===== src/rtl/rush3d_pkg.sv =====
// Shared types and constants for the rush3d command path: dispatcher states,
// command channel indices and framebuffer write-state codes.
package rush3d_pkg;

  typedef enum logic [1:0] {
    IDLE = 2'd0,
    ACK  = 2'd1,
    RUN  = 2'd2
  } disp_state_e;

  localparam int CMD_VALID_VERTICES  = 0;
  localparam int CMD_BACKGROUND_FILL = 1;
  localparam int CMD_PURGE           = 2;
  localparam int CMD_SWAP            = 3;

  typedef enum logic [1:0] {
    FB_WAIT       = 2'd0,
    FB_WRITE      = 2'd1,
    FB_PURGE      = 2'd2,
    FB_BACKGROUND = 2'd3
  } fb_state_e;

  // Index width for n channels; a single channel still needs one bit.
  function automatic int idx_w(input int n);
    return (n > 1) ? $clog2(n) : 1;
  endfunction

endpackage


===== src/rtl/rush3d_cmd_dispatcher_if.sv =====
// CSR / engine handshake bundle between the host bridge (master) and the
// command dispatcher (slave).
interface rush3d_cmd_dispatcher_if
  import rush3d_pkg::*;
#(
  parameter int CSR_WIDTH = 64,
  parameter int NUM_CMDS  = 4
);
  localparam int IDX_W = idx_w(NUM_CMDS);

  logic [CSR_WIDTH-1:0] csr_in;
  logic [CSR_WIDTH-1:0] csr_out;
  logic                 csr_load;
  logic [NUM_CMDS-1:0]  cmd_flag;
  logic [NUM_CMDS-1:0]  cmd_done;
  logic                 clear_err;
  logic                 busy;
  logic [IDX_W-1:0]     active_cmd;
  logic                 timeout_err;
  logic [IDX_W-1:0]     timeout_id;

  modport master (
    output csr_in, cmd_done, clear_err,
    input  csr_out, csr_load, cmd_flag, busy, active_cmd, timeout_err, timeout_id
  );

  modport slave (
    input  csr_in, cmd_done, clear_err,
    output csr_out, csr_load, cmd_flag, busy, active_cmd, timeout_err, timeout_id
  );

endinterface


===== src/rtl/rush3d_lsb_priority_enc.sv =====
// Combinational lowest-set-bit priority encoder.
module rush3d_lsb_priority_enc
  import rush3d_pkg::*;
#(
  parameter int N = 4,
  localparam int W = idx_w(N)
) (
  input  logic [N-1:0] req,
  output logic         valid,
  output logic [W-1:0] idx
);

  always_comb begin
    valid = |req;
    idx   = '0;
    // Scan downwards so the lowest set bit is the last to write idx.
    for (int i = N - 1; i >= 0; i--) begin
      if (req[i]) idx = W'(i);
    end
  end

endmodule


===== src/rtl/rush3d_cmd_dispatcher.sv =====
// Serialises CSR command bits into per-command engine flags, clears each bit
// via CSR writeback and waits for pulse/level completion under a watchdog.
module rush3d_cmd_dispatcher
  import rush3d_pkg::*;
#(
  parameter int                  CSR_WIDTH      = 64,
  parameter int                  NUM_CMDS       = 4,
  parameter int                  CMD_BASE       = 0,
  parameter logic [NUM_CMDS-1:0] PULSE_MASK     = NUM_CMDS'(1),
  parameter int                  TIMEOUT_CYCLES = 1024
) (
  input logic                    clock,
  input logic                    reset,
  rush3d_cmd_dispatcher_if.slave bus
);

  localparam int IDX_W = idx_w(NUM_CMDS);
  localparam int WD_W  = (TIMEOUT_CYCLES > 1) ? $clog2(TIMEOUT_CYCLES) : 1;

  disp_state_e          state_q, state_d;
  logic [IDX_W-1:0]     k_q, k_d;
  logic [NUM_CMDS-1:0]  flag_q, flag_d;
  logic                 load_q, load_d;
  logic [CSR_WIDTH-1:0] csr_out_q, csr_out_d;
  logic                 done_seen_q, done_seen_d;
  logic [WD_W-1:0]      wd_q, wd_d;
  logic                 err_q, err_d;
  logic [IDX_W-1:0]     err_id_q, err_id_d;

  logic [NUM_CMDS-1:0]  pend;
  logic                 pend_vld;
  logic [IDX_W-1:0]     pend_idx;
  logic                 is_pulse, done_k, ack_now, cmpl, tmo;

  assign pend = bus.csr_in[CMD_BASE +: NUM_CMDS];

  rush3d_lsb_priority_enc #(.N(NUM_CMDS)) u_penc (
    .req   (pend),
    .valid (pend_vld),
    .idx   (pend_idx)
  );

  function automatic logic [CSR_WIDTH-1:0] bit_of(input logic [IDX_W-1:0] i);
    return CSR_WIDTH'(1) << (CMD_BASE + int'(i));
  endfunction

  always_comb begin
    state_d     = state_q;
    k_d         = k_q;
    flag_d      = flag_q;
    load_d      = load_q;
    csr_out_d   = csr_out_q;
    done_seen_d = done_seen_q;
    wd_d        = wd_q;
    err_d       = err_q;
    err_id_d    = err_id_q;
    cmpl        = 1'b0;
    tmo         = 1'b0;
    is_pulse    = PULSE_MASK[k_q];
    done_k      = bus.cmd_done[k_q] & ~is_pulse;
    ack_now     = (bus.csr_in & bit_of(k_q)) == '0;

    unique case (state_q)
      IDLE: begin
        flag_d      = '0;
        load_d      = 1'b0;
        done_seen_d = 1'b0;
        wd_d        = '0;
        if (pend_vld) begin
          k_d       = pend_idx;
          flag_d    = NUM_CMDS'(1) << pend_idx;
          load_d    = 1'b1;
          csr_out_d = bus.csr_in & ~bit_of(pend_idx);
          state_d   = ACK;
        end
      end
      ACK: begin
        // Track host writes to the other CSR bits while the ack is pending.
        csr_out_d   = bus.csr_in & ~bit_of(k_q);
        done_seen_d = done_seen_q | done_k;
        if (is_pulse || done_seen_d) flag_d = '0;
        if (ack_now) begin
          load_d = 1'b0;
          if (is_pulse || done_seen_d) cmpl = 1'b1;
          else                         state_d = RUN;
        end
      end
      RUN: begin
        done_seen_d = done_seen_q | done_k;
        if (done_k) cmpl = 1'b1;
      end
      default: state_d = IDLE;
    endcase

    if (state_q != IDLE) wd_d = wd_q + 1'b1;

    if (cmpl) begin
      state_d     = IDLE;
      flag_d      = '0;
      load_d      = 1'b0;
      done_seen_d = 1'b0;
      wd_d        = '0;
    end else if (state_q != IDLE && TIMEOUT_CYCLES > 0 &&
                 wd_q == WD_W'(TIMEOUT_CYCLES - 1)) begin
      tmo         = 1'b1;
      state_d     = IDLE;
      flag_d      = '0;
      load_d      = 1'b0;
      done_seen_d = 1'b0;
      wd_d        = '0;
      err_id_d    = k_q;
    end

    // A fresh timeout beats a simultaneous clear.
    if (tmo)                 err_d = 1'b1;
    else if (bus.clear_err)  err_d = 1'b0;
  end

  always_ff @(posedge clock) begin
    if (reset) begin
      state_q     <= IDLE;
      k_q         <= '0;
      flag_q      <= '0;
      load_q      <= 1'b0;
      csr_out_q   <= '0;
      done_seen_q <= 1'b0;
      wd_q        <= '0;
      err_q       <= 1'b0;
      err_id_q    <= '0;
    end else begin
      state_q     <= state_d;
      k_q         <= k_d;
      flag_q      <= flag_d;
      load_q      <= load_d;
      csr_out_q   <= csr_out_d;
      done_seen_q <= done_seen_d;
      wd_q        <= wd_d;
      err_q       <= err_d;
      err_id_q    <= err_id_d;
    end
  end

  assign bus.csr_out     = csr_out_q;
  assign bus.csr_load    = load_q;
  assign bus.cmd_flag    = flag_q;
  assign bus.busy        = state_q != IDLE;
  assign bus.active_cmd  = k_q;
  assign bus.timeout_err = err_q;
  assign bus.timeout_id  = err_id_q;

endmodule


===== src/flat_wrapper.sv =====
// flat-port wrapper written by rule: the top's interface ports become plain ports
module rush3d_cmd_dispatcher_flat import rush3d_pkg::*;
#(
  parameter int                  CSR_WIDTH      = 64,
  parameter int                  NUM_CMDS       = 4,
  parameter int                  CMD_BASE       = 0,
  parameter logic [NUM_CMDS-1:0] PULSE_MASK     = NUM_CMDS'(1),
  parameter int                  TIMEOUT_CYCLES = 1024
)
  (clock, reset, bus_csr_in, bus_cmd_done, bus_clear_err, bus_csr_out, bus_csr_load, bus_cmd_flag, bus_busy, bus_active_cmd, bus_timeout_err, bus_timeout_id);
  rush3d_cmd_dispatcher_if #(.CSR_WIDTH(CSR_WIDTH), .NUM_CMDS(NUM_CMDS)) bus_i ();
  input logic clock;
  input logic reset;
  input wire logic [$bits(bus_i.csr_in)-1:0] bus_csr_in;
  input wire logic [$bits(bus_i.cmd_done)-1:0] bus_cmd_done;
  input wire logic [$bits(bus_i.clear_err)-1:0] bus_clear_err;
  output wire logic [$bits(bus_i.csr_out)-1:0] bus_csr_out;
  output wire logic [$bits(bus_i.csr_load)-1:0] bus_csr_load;
  output wire logic [$bits(bus_i.cmd_flag)-1:0] bus_cmd_flag;
  output wire logic [$bits(bus_i.busy)-1:0] bus_busy;
  output wire logic [$bits(bus_i.active_cmd)-1:0] bus_active_cmd;
  output wire logic [$bits(bus_i.timeout_err)-1:0] bus_timeout_err;
  output wire logic [$bits(bus_i.timeout_id)-1:0] bus_timeout_id;
  assign bus_i.csr_in = bus_csr_in;
  assign bus_i.cmd_done = bus_cmd_done;
  assign bus_i.clear_err = bus_clear_err;
  assign bus_csr_out = bus_i.csr_out;
  assign bus_csr_load = bus_i.csr_load;
  assign bus_cmd_flag = bus_i.cmd_flag;
  assign bus_busy = bus_i.busy;
  assign bus_active_cmd = bus_i.active_cmd;
  assign bus_timeout_err = bus_i.timeout_err;
  assign bus_timeout_id = bus_i.timeout_id;
  rush3d_cmd_dispatcher #(.CSR_WIDTH(CSR_WIDTH), .NUM_CMDS(NUM_CMDS), .CMD_BASE(CMD_BASE), .PULSE_MASK(PULSE_MASK), .TIMEOUT_CYCLES(TIMEOUT_CYCLES)) u_core (.clock(clock), .reset(reset), .bus(bus_i));
endmodule

===== config.mk =====
export PLATFORM = sky130hd
export DESIGN_NAME = rush3d_cmd_dispatcher_flat
export DESIGN_NICKNAME = d
export VERILOG_FILES = /design/src/rtl/rush3d_pkg.sv /design/src/rtl/rush3d_cmd_dispatcher_if.sv /design/src/rtl/rush3d_lsb_priority_enc.sv /design/src/rtl/rush3d_cmd_dispatcher.sv /design/src/flat_wrapper.sv
export SDC_FILE = /design/constraint.sdc
export NUM_CORES = 1
export LEC_CHECK = 0
export BUFFER_PORTS_ARGS = -buffer_cell sky130_fd_sc_hd__buf_2
export CORE_UTILIZATION = 39
export DETAILED_ROUTE_END_ITERATION = 16
export PLACE_DENSITY = 0.7
export RECOVER_POWER = 50
export SYNTH_ARGS = -nofsm -noshare
export SYNTH_HDL_FRONTEND = slang
export SYNTH_SLANG_ARGS = --single-unit

===== constraint.sdc =====
create_clock -name clock -period 1.74 [get_ports clock]
set_input_delay 0.348 -clock clock [delete_from_list [all_inputs] [get_ports clock]]
set_output_delay 0.348 -clock clock [all_outputs]
set_load 0.1 [all_outputs]

==> results by group <==
Setup path
  – Crit-path cells: mux2_4 -> buf_4 -> o31ai_4 -> nand4b_1 -> buf_4 -> nand2_8 -> a211oi_2
  – Startpoint Class: flop
  – Most frequent CP cell: buf_4
  – Critical Path RT: about 2000 ps
  – Critical Path AT: approximately 2100 ps
  – Crit-path max FO: 8
  – CP Capture Type: flop
  – Worst path max stage delay: approximately 400 ps
  – R2R setup slack: -90 ps
  – Crit path kind: reg -> reg
  – Slowest CP cell: dfxtp_4

Global route
  – Largest net degree at the start of global routing: slightly above 70
  – Total track usage: between 20% and 30%
  – Vias in the first global route: roughly 3400
  – Gr ovfl total: 0
  – Initial antenna violation count: 0
  – Global-route wire length before repair: roughly 14 mm

Die
  – Die Area: around 0.0091 sq mm
  – Core region area: between 0.008 and 0.009 sq mm
  – Die Y: approximately 96 microns
  – Row count: 33
  – Die width: between 90 and 100 microns
  – Top Ports: around 150
  – Initial Util: between 40% and 50%

STA
  – Max-Slew Margin vs Limit: 62.61%
  – Final worst slack: -94.06 ps
  – RSZ-0062 raised after global routing: yes
  – Max Slew Vio Count: 0
  – Final hold viol count: 0
  – Final setup violation count: 10
  – Fmax: approximately 0.55 GHz
  – Final Skew: 7.210 ps
  – Tmin final: 1834 ps
  – Setup TNS: -336.4 ps
  – Worst slew pin tran: ~560 ps
  – Crit share post-route: 105.4%

Route
  – Routed WL: about 9.6 mm
  – DR WL/cell: roughly 14 microns
  – Metal2 WL: ~4.9 mm
  – Antenna Nets Post-Route: 0
  – DRC viols: 0
  – DRT met1 WL: 4.078 mm
  – Vias per cell: around 5.0
  – Via count: 3526
  – DRT Pass-1 Iters: 4
  – Routed met3 length: between 400 and 500 microns
  – Max Used Layer: met4
  – Initial DRC Count: 169

Cells and area
  – Layout Nets: slightly below 700
  – Number of inserted diodes: 0
  – P&R area growth vs syn: 46.05%
  – Filler cells: 776
  – Most frequent cells in the layout: 127 x nand2_1, 83 x dfxtp_1, 75 x buf_2
  – Share of layout cells above drive strength 1: between 30% and 40%
  – Most common cell after layout, fill and taps aside: nand2_1

Clock network
  – CTS Root Cell: clkbuf_8
  – CTS tree: built
  – CTS sink cnt: between 80 and 90
  – CTS H-Tree Depth: 3
  – Clock Tree Buf Depth: 2
  – Total CTS buffers: 9
  – Worst skew pair latency: approximately 350 ps
  – Reg clk slew, reported paths: roughly 90 ps

Placement
  – Post-detail-place hpwl: roughly 6.5 mm
  – I/O Buffers: 144
  – Pre-CTS setup slack: -66.65 ps
  – Final GP Congestion: around 0.86

Power
  – Seq pwr share: between 20 and 30%
  – Clock power frac: 18.2%
  – Switch Pwr: 4.464 mW
  – Sw frac: between 50% and 60%
  – P_leak: between 2 and 2.5 nW
  – Maximum vdd drop: between 0.001 and 0.0015 V
  – Comb pwr share: between 50% and 60%
  – Pint: approximately 4.4 mW
  – Power Density: roughly 1800 mW/mm^2
  – Power consumption: a little under 9 mW

Synthesis
  – Syn Inst Count: 420
  – Number of synthesized register bits: between 80 and 90
  – Library cells used by synthesis: about 50
  – Cell Area, Synth: approximately 0.0034 sq mm
  – EDFF count, synth: 0
  – Asr flop ratio synth: 0%
  – Net Count, Synth: a little under 500
  – Synth warn: 0
  – Sequential fraction of the synthesis area: between 50% and 60%
  – Avg Cell Area, Syn: 8.145 sq um
  – Main synth FF type: dfxtp_1

Worst hold path
  – Worst hold-check path type: in -> reg

Outcome
  – Status: finished with violations
  – Violated checks: setup timing

Run
  – Max_cap viols: 0
[flip-flops by register name, summed over array words and instances (netlist names)]
| name | flops |
|---|---|
| u_core.wd_q | 10 |
| u_core.bus.csr_out | 64 |
| u_core.done_seen_q | 1 |
| u_core.bus.timeout_err | 1 |
| u_core.state_q | 2 |
| u_core.bus.cmd_flag | 4 |
| u_core.bus.timeout_id | 2 |
| u_core.bus.csr_load | 1 |
| u_core.bus.active_cmd | 2 |
[what timing repair did]
item | 4_1_cts | 5_1_grt
gates cloned | 1 | 2
setup buffers | 9 | 2
setup endpoints to repair | 43 | 70
hold buffers | 0 | 0
gates resized for setup | 12 | 16
pin swaps | 7 | 7
[layer usage]
metal	track usage [%]	vias to the layer above
li1	-	1752
met1	23.26	1654
met2	35.48	108
met3	4.226	12
met4	10.32	0
met5	0	-
[power by group through the flow]
stage	Sequential (mW)	Clock [mW]	Combinational [mW]
2_1_floorplan	4.76	0	1.22
3_3_place_gp	2.52	0	4.41
3_5_place_dp	2.55	0	4.46
4_1_cts	2.50	1.65	4.60
5_1_grt	2.55	1.73	4.97
6_report	2.51	1.61	4.73
[cells by family (layout without fill, tap and decap cells)]
group                    Yosys count  after routing  share of synthesized area [%]
flip-flops                        87             87                          50.91
AO/OA/AOI/OAI                     95             96                          16.17
AND/OR/NAND/NOR                  184            185                          22.68
XOR/XNOR                           8              8                          2.048
adder cells (fa/ha/maj)            5              5                          1.829
buffers and inverters             36            216                          4.279
multiplexers                       5              5                          2.085
[per-stage QoR]
stage / area (sq um) / util (%) / hold WS (ps) / instances
after floorplan: 3461 / - / 426.5 / 420
after global placement: 4527 / 54.28 / 438.5 / 678
after detailed placement: 4527 / 54.28 / 445.8 / 678
after CTS: 4878 / 58.49 / 203.5 / 704
after global routing: 4996 / 59.90 / 211.3 / 707
final: 4996 / 59.90 / 226.3 / 707
[area by class of cell]
| cell class | instances | area, sq um | area share [%] |
|---|---|---|---|
| multi-input combinational | 299 | 1670 | 33.43 |
| inverter | 10 | 50.05 | 1.002 |
| tap | 105 | 131.4 | 2.630 |
| clock inverter | 4 | 76.32 | 1.528 |
| timing repair buffer | 190 | 1162 | 23.27 |
| sequential | 87 | 1749 | 35.01 |
| clock buffer | 12 | 156.4 | 3.130 |
[worst max-delay path, delay by kind of cell (launching register included)]
kind | cells | cell delay (ps)
and+or+nand+nor | 2 | 340
muxes | 1 | 320
DFF | 1 | 390
AOI/OAI and AO/OA | 2 | 370
buffers and inverters | 2 | 330
[synthesized netlist by cell type, types with 2 or more instances]
cell type,n,area (sq um)
a21oi_1,71,355.3
a31oi_1,4,25.02
and3_1,2,12.51
buf_1,3,11.26
buf_2,2,10.01
clkbuf_1,19,71.32
dfxtp_1,87,1742
ha_1,5,62.56
inv_1,9,33.78
mux2i_1,3,30.03
nand2_1,127,476.7
nand2b_1,5,31.28
nand3_1,6,30.03
nor2_1,27,101.4
nor2b_1,2,12.51
nor3_1,2,10.01
o21ai_0,4,20.02
o22ai_1,2,12.51
or3_1,2,12.51
xnor2_1,4,35.03
xor2_1,4,35.03
[final timing paths]
kind,from,endpoint,cells after the start
worst max-delay path,u_core.bus.active_cmd[0],u_core.state_q[1],7
worst min-delay path,bus_csr_in[49],u_core.bus.csr_out[49],3
worst max register to register,u_core.bus.active_cmd[0],u_core.state_q[1],7
worst min register to register,u_core.bus.csr_out[58],u_core.bus.csr_out[58],2
No activity file was read; power rests on OpenSTA's default activity.
